==> config.mk <==
export PLATFORM = sky130hd
export DESIGN_NAME = uart_tx
export DESIGN_NICKNAME = d
export VERILOG_FILES = /design/src/rtl/uart_tx.sv
export SDC_FILE = /design/constraint.sdc
export NUM_CORES = 1
export LEC_CHECK = 0
export CAP_MARGIN = 30
export CORE_MARGIN = 2
export CORE_UTILIZATION = 60
export DETAILED_ROUTE_END_ITERATION = 10
export GPL_TIMING_DRIVEN = 0
export PLACE_DENSITY = 0.83
export SYNTH_ARGS = -nofsm -noshare
export SYNTH_HDL_FRONTEND = slang
export SYNTH_SLANG_ARGS = --single-unit
==> constraint.sdc <==
create_clock -name clk -period 4.29 [get_ports clk]
set_clock_uncertainty 0.1 [all_clocks]
set_input_delay 0.858 -clock clk [delete_from_list [all_inputs] [get_ports clk]]
set_output_delay 0.858 -clock clk [all_outputs]
set_load 0.02 [all_outputs]
==> src/rtl/uart_tx.sv <==
// UART transmitter: one-word holding buffer feeding a start/data/stop serialiser.
// Every bit is held for DIVISOR clocks, and a buffered word follows the previous frame with no idle gap.
module uart_tx #(
  parameter int unsigned WIDTH     = 8,
  parameter int unsigned DIVISOR   = 86,
  parameter int unsigned STOP_BITS = 1
) (
  input  logic             clk,
  input  logic             i_reset,
  input  logic [WIDTH-1:0] i_data,
  input  logic             i_data_valid,
  output logic             o_ready,
  output logic             o_tx,
  output logic             o_busy
);

  localparam int unsigned CntW = $clog2(DIVISOR);
  localparam int unsigned IdxW = (WIDTH > 1) ? $clog2(WIDTH) : 1;
  localparam logic [CntW-1:0] CntMax   = CntW'(DIVISOR - 1);
  localparam logic [IdxW-1:0] DataLast = IdxW'(WIDTH - 1);
  localparam logic [IdxW-1:0] StopLast = IdxW'(STOP_BITS - 1);

  typedef enum logic [1:0] {StIdle, StStart, StData, StStop} state_e;

  state_e           state_q;
  logic [CntW-1:0]  cnt_q;
  logic [IdxW-1:0]  idx_q;
  logic [WIDTH-1:0] shift_q;
  logic [WIDTH-1:0] buf_q;
  logic             buf_full_q;
  logic             ready_q;
  logic             tx_q;
  logic             busy_q;

  logic             accept;
  logic             bit_end;
  logic             frame_end;
  logic             load;
  logic [WIDTH-1:0] shift_nx;

  always_comb begin
    accept    = i_data_valid & ready_q;
    bit_end   = (cnt_q == CntMax);
    frame_end = (state_q == StStop) & bit_end & (idx_q == StopLast);
    // The buffer moves into the shift register when idle, or on the last stop cycle.
    load      = buf_full_q & ((state_q == StIdle) | frame_end);
    shift_nx  = shift_q >> 1;
  end

  always_ff @(posedge clk) begin
    if (i_reset) begin
      state_q    <= StIdle;
      cnt_q      <= '0;
      idx_q      <= '0;
      shift_q    <= '0;
      buf_q      <= '0;
      buf_full_q <= 1'b0;
      ready_q    <= 1'b0;
      tx_q       <= 1'b1;
      busy_q     <= 1'b0;
    end else begin
      if (load) begin
        shift_q    <= buf_q;
        buf_full_q <= 1'b0;
      end else if (accept) begin
        buf_q      <= i_data;
        buf_full_q <= 1'b1;
      end
      ready_q <= load | (~buf_full_q & ~accept);

      unique case (state_q)
        StIdle: begin
          cnt_q <= '0;
          idx_q <= '0;
          if (load) begin
            state_q <= StStart;
            tx_q    <= 1'b0;
            busy_q  <= 1'b1;
          end
        end
        StStart: begin
          if (bit_end) begin
            cnt_q   <= '0;
            idx_q   <= '0;
            state_q <= StData;
            tx_q    <= shift_q[0];
          end else begin
            cnt_q <= cnt_q + 1'b1;
          end
        end
        StData: begin
          if (bit_end) begin
            cnt_q   <= '0;
            shift_q <= shift_nx;
            if (idx_q == DataLast) begin
              idx_q   <= '0;
              state_q <= StStop;
              tx_q    <= 1'b1;
            end else begin
              idx_q <= idx_q + 1'b1;
              tx_q  <= shift_nx[0];
            end
          end else begin
            cnt_q <= cnt_q + 1'b1;
          end
        end
        StStop: begin
          if (bit_end) begin
            cnt_q <= '0;
            if (idx_q == StopLast) begin
              idx_q <= '0;
              if (load) begin
                state_q <= StStart;
                tx_q    <= 1'b0;
              end else begin
                state_q <= StIdle;
                tx_q    <= 1'b1;
                busy_q  <= 1'b0;
              end
            end else begin
              idx_q <= idx_q + 1'b1;
            end
          end else begin
            cnt_q <= cnt_q + 1'b1;
          end
        end
        default: begin
          state_q <= StIdle;
          tx_q    <= 1'b1;
          busy_q  <= 1'b0;
        end
      endcase
    end
  end

  assign o_ready = ready_q;
  assign o_tx    = tx_q;
  assign o_busy  = busy_q;

endmodule

==> flow_summary.yaml <==
layout:
  syn_to_final_growth_pct: 17.4
  design_area_um2: 1770
  nets: 196
  final_cell_mix: "32 x dfxtp_1, 21 x nor2_1, 17 x mux2i_1"
  final_common_cell: "dfxtp_1"
  drive_gt1_frac: 0.0795
  fin_util: 0.728
  instances_no_fill: 206
  fillers: 196
  antenna-diode-count: 0
floorplan:
  rows: 18
  die_y_um: 54.1
  initial_utilization: 0.620
  io_pins: 14
  coreArea_um2: 2430
  die_w_um: 54.1
  fp.dieArea_um2: 2930
synthesis:
  ys_ff_latch: 32
  postSynthCellCount: 155
  synth_top_family_by_area: "simple AND/OR/NAND/NOR gates"
  synth_area_um2: 1510
  synth_compound_area_frac: 0.138
  muxShareOfSynthArea: 0.113
  synth_ff_type: "dfxtp_1"
  synthAdderAreaFrac: 0.0830
  yosys_warnings: 0
  async_reset_ff_frac: 0
  yosys.area_share.simple: 0.170
  avgSynthCellArea_um2: 9.73
  synth_edf_count: 0
  synth_cell_types: 35
  syn-num-nets: 176
  yosysSeqAreaShare: 0.425
  synth-xor-area-share: 0.0290
routing:
  wl_per_cell_um: 13.5
  dr.pass1.iters: 4
  drt-total-wl_um: 2770
  postRouteAntennaNets: 0
  drc: 0
  vias: 1167
  drt_iter0_drc: 17
  via_per_inst: 5.67
min_path:
  min_to: "shift_q[2]$_SDFF_PP0_"
  hp-class: "reg2reg"
  min-delay-start: "shift_q[3]$_SDFF_PP0_"
  hold_depth: 1
timing:
  final_max_slew_viol_count: 0
  fin_tns_setup_ns: 0
  timing.final.crit_share: 0.534
  finalSetupViolCount: 0
  fin_crit_ns: 2.29
  whs_ns: 0.367
  fin_ws_ns: 2.00
  hold_viol_final: 0
  rsz0062_at_grt: "false"
  clock.fmax_mhz: 437
  slew_headroom: 0.674
  tightest_slew_ns: 0.487
critical_path:
  start_kind: "flop"
  cp_top_family: "buffers and inverters"
  crit_fanout: 3
  crit_type: "reg2out"
  crit_slowest_cell: "clkdlybuf4s50_1"
  worst_r2r_endpoint: "buf_q[4]$_SDFFE_PP0P_"
  worstPathCellList: "clkdlybuf4s50_1"
  required_ns: 3.33
  rr_startpoint: "state_q[1]$_SDFFE_PP0P_"
  rrSetupSlack_ns: 2.18
  r2r_cells: 8
  crit_arrival_ns: 1.33
  timing.critical_path.buf_inv: 1
  crit_path_end_kind: "output port"
  cpPeakStageDelay_ns: 0.62
grt:
  grt.met1_usage: 0.289
  grt_busiest_layer: "met2"
  grt_max_degree: 11
  grt_pass1_vias: 1057
  met3_usage: 0.0583
  overflow: 0
  grtUsageTotal: 0.225
  antenna_found_initial: 0
  grt_use_met2: 0.359
  grt_pass1_wl_um: 4690
cts:
  clock_path_buffers: 2
  cts-buffers-inserted: 5
  cts_tree: "done"
  worstSkewPairLatency_ns: 0.33
  cts_num_sinks: 32
  ctsHoldBuffers: 0
  ctsResizeCount: 0
  cts_root_buffer: "clkbuf_4"
  post-cts-setup-buffers: 0
  clk_pin_slew_ns: 0.10
  htree_num_levels: 2
pwr:
  ir_worst_vdd_v: 0.000358
  power_per_cell_area_nw_per_um2: 451
  p_total_mw: 0.798
  leakagePower_nw: 0.729
placed_design:
  postPlaceCellArea_um2: 1680
  hpwl_um: 2080
  gp_congestion: 0.809
  dp.cells: 198
  io_buffers: 13
  dp_slack_ns: 1.81
run_status:
  status: "finished, final reports clean"
job:
  maxCapViolCount: 0
synth_stat cells, types with 2 or more instances:
master / number / area share
dfxtp_1: 32 / 0.42
nand2b_1: 3 / 0.012
or3_1: 2 / 0.0083
clkbuf_1: 5 / 0.012
nand3_1: 3 / 0.010
nand3b_1: 2 / 0.010
o31ai_1: 2 / 0.010
mux2i_1: 17 / 0.11
ha_1: 10 / 0.083
xor2_1: 2 / 0.012
nor3_1: 4 / 0.013
inv_1: 7 / 0.017
a21oi_1: 9 / 0.030
xnor2_1: 3 / 0.017
and3_1: 2 / 0.0083
o21ai_0: 2 / 0.0066
o2bb2ai_1: 7 / 0.041
nand2_1: 6 / 0.015
nor2_1: 21 / 0.052
cell families (layout without fill, tap and decap cells):
kind of cell             count (synthesis)  in the layout
AND/OR/NAND/NOR                         49             49
AO/OA/AOI/OAI                           28             28
multiplexers                            17             17
adder cells (fa/ha/maj)                 10             10
buffers and inverters                   14             35
XOR/XNOR                                 5              5
flip-flops                              32             32
routing by layer:
layer  vias to the layer above  share of wire
met3                         7          0.041
met1                       550           0.47
met5                         -              0
met4                         0          0.014
li1                        585              -
met2                        25           0.48
worst register-to-register path: stages, from the launching register on:
cell and delay, ns:
dfxtp_1 0.42, ha_1 0.17, clkbuf_1 0.31, nand2_1 0.14, o41ai_2 0.25, nand3b_1 0.17, buf_6 0.16, mux2i_1 0.23
nor2_1 0.05
cell type report:
class	count	area, µm²	share of cell area
Buffer	7	37.5	0.0212
Multi-Input combinational cell	109	803	0.454
Clock buffer	7	65.1	0.0367
Clock inverter	1	30.0	0.0170
Tap cell	30	37.5	0.0212
Timing Repair Buffer	13	130	0.0735
Sequential cell	32	641	0.362
Inverter	7	26.3	0.0148
how the worst max path moves through the flow:
stage | startpoint | to | slack (ns) | cells past startpoint
floorplan | state_q[1]$_SDFFE_PP0P_ | buf_q[0]$_SDFFE_PP0P_ | 2.48 | 8
detailed placement | i_reset | buf_q[3]$_SDFFE_PP0P_ | 1.81 | 4
CTS | o_ready$_SDFF_PP0_ | o_ready | 2.00 | 1
global route | state_q[1]$_SDFFE_PP0P_ | buf_q[4]$_SDFFE_PP0P_ | 1.95 | 8
finish | o_ready$_SDFF_PP0_ | o_ready | 2.00 | 1
global placement | i_reset | state_q[1]$_SDFFE_PP0P_ | 1.83 | 4
power by group:
| group | internal [mW] | total (mW) | switching (mW) |
|---|---|---|---|
| sequential | 0.322 | 0.342 | 0.0200 |
| clock | 0.155 | 0.259 | 0.104 |
| combinational | 0.0867 | 0.197 | 0.110 |
| total | 0.563 | 0.798 | 0.235 |
sequential cells by signal (all words and copies together) (netlist names):
register    cells
buf_q           8
o_ready         1
buf_full_q      1
idx_q           3
shift_q         8
o_busy          1
cnt_q           7
state_q         2
o_tx            1
Power figures use the tool's default switching activity.
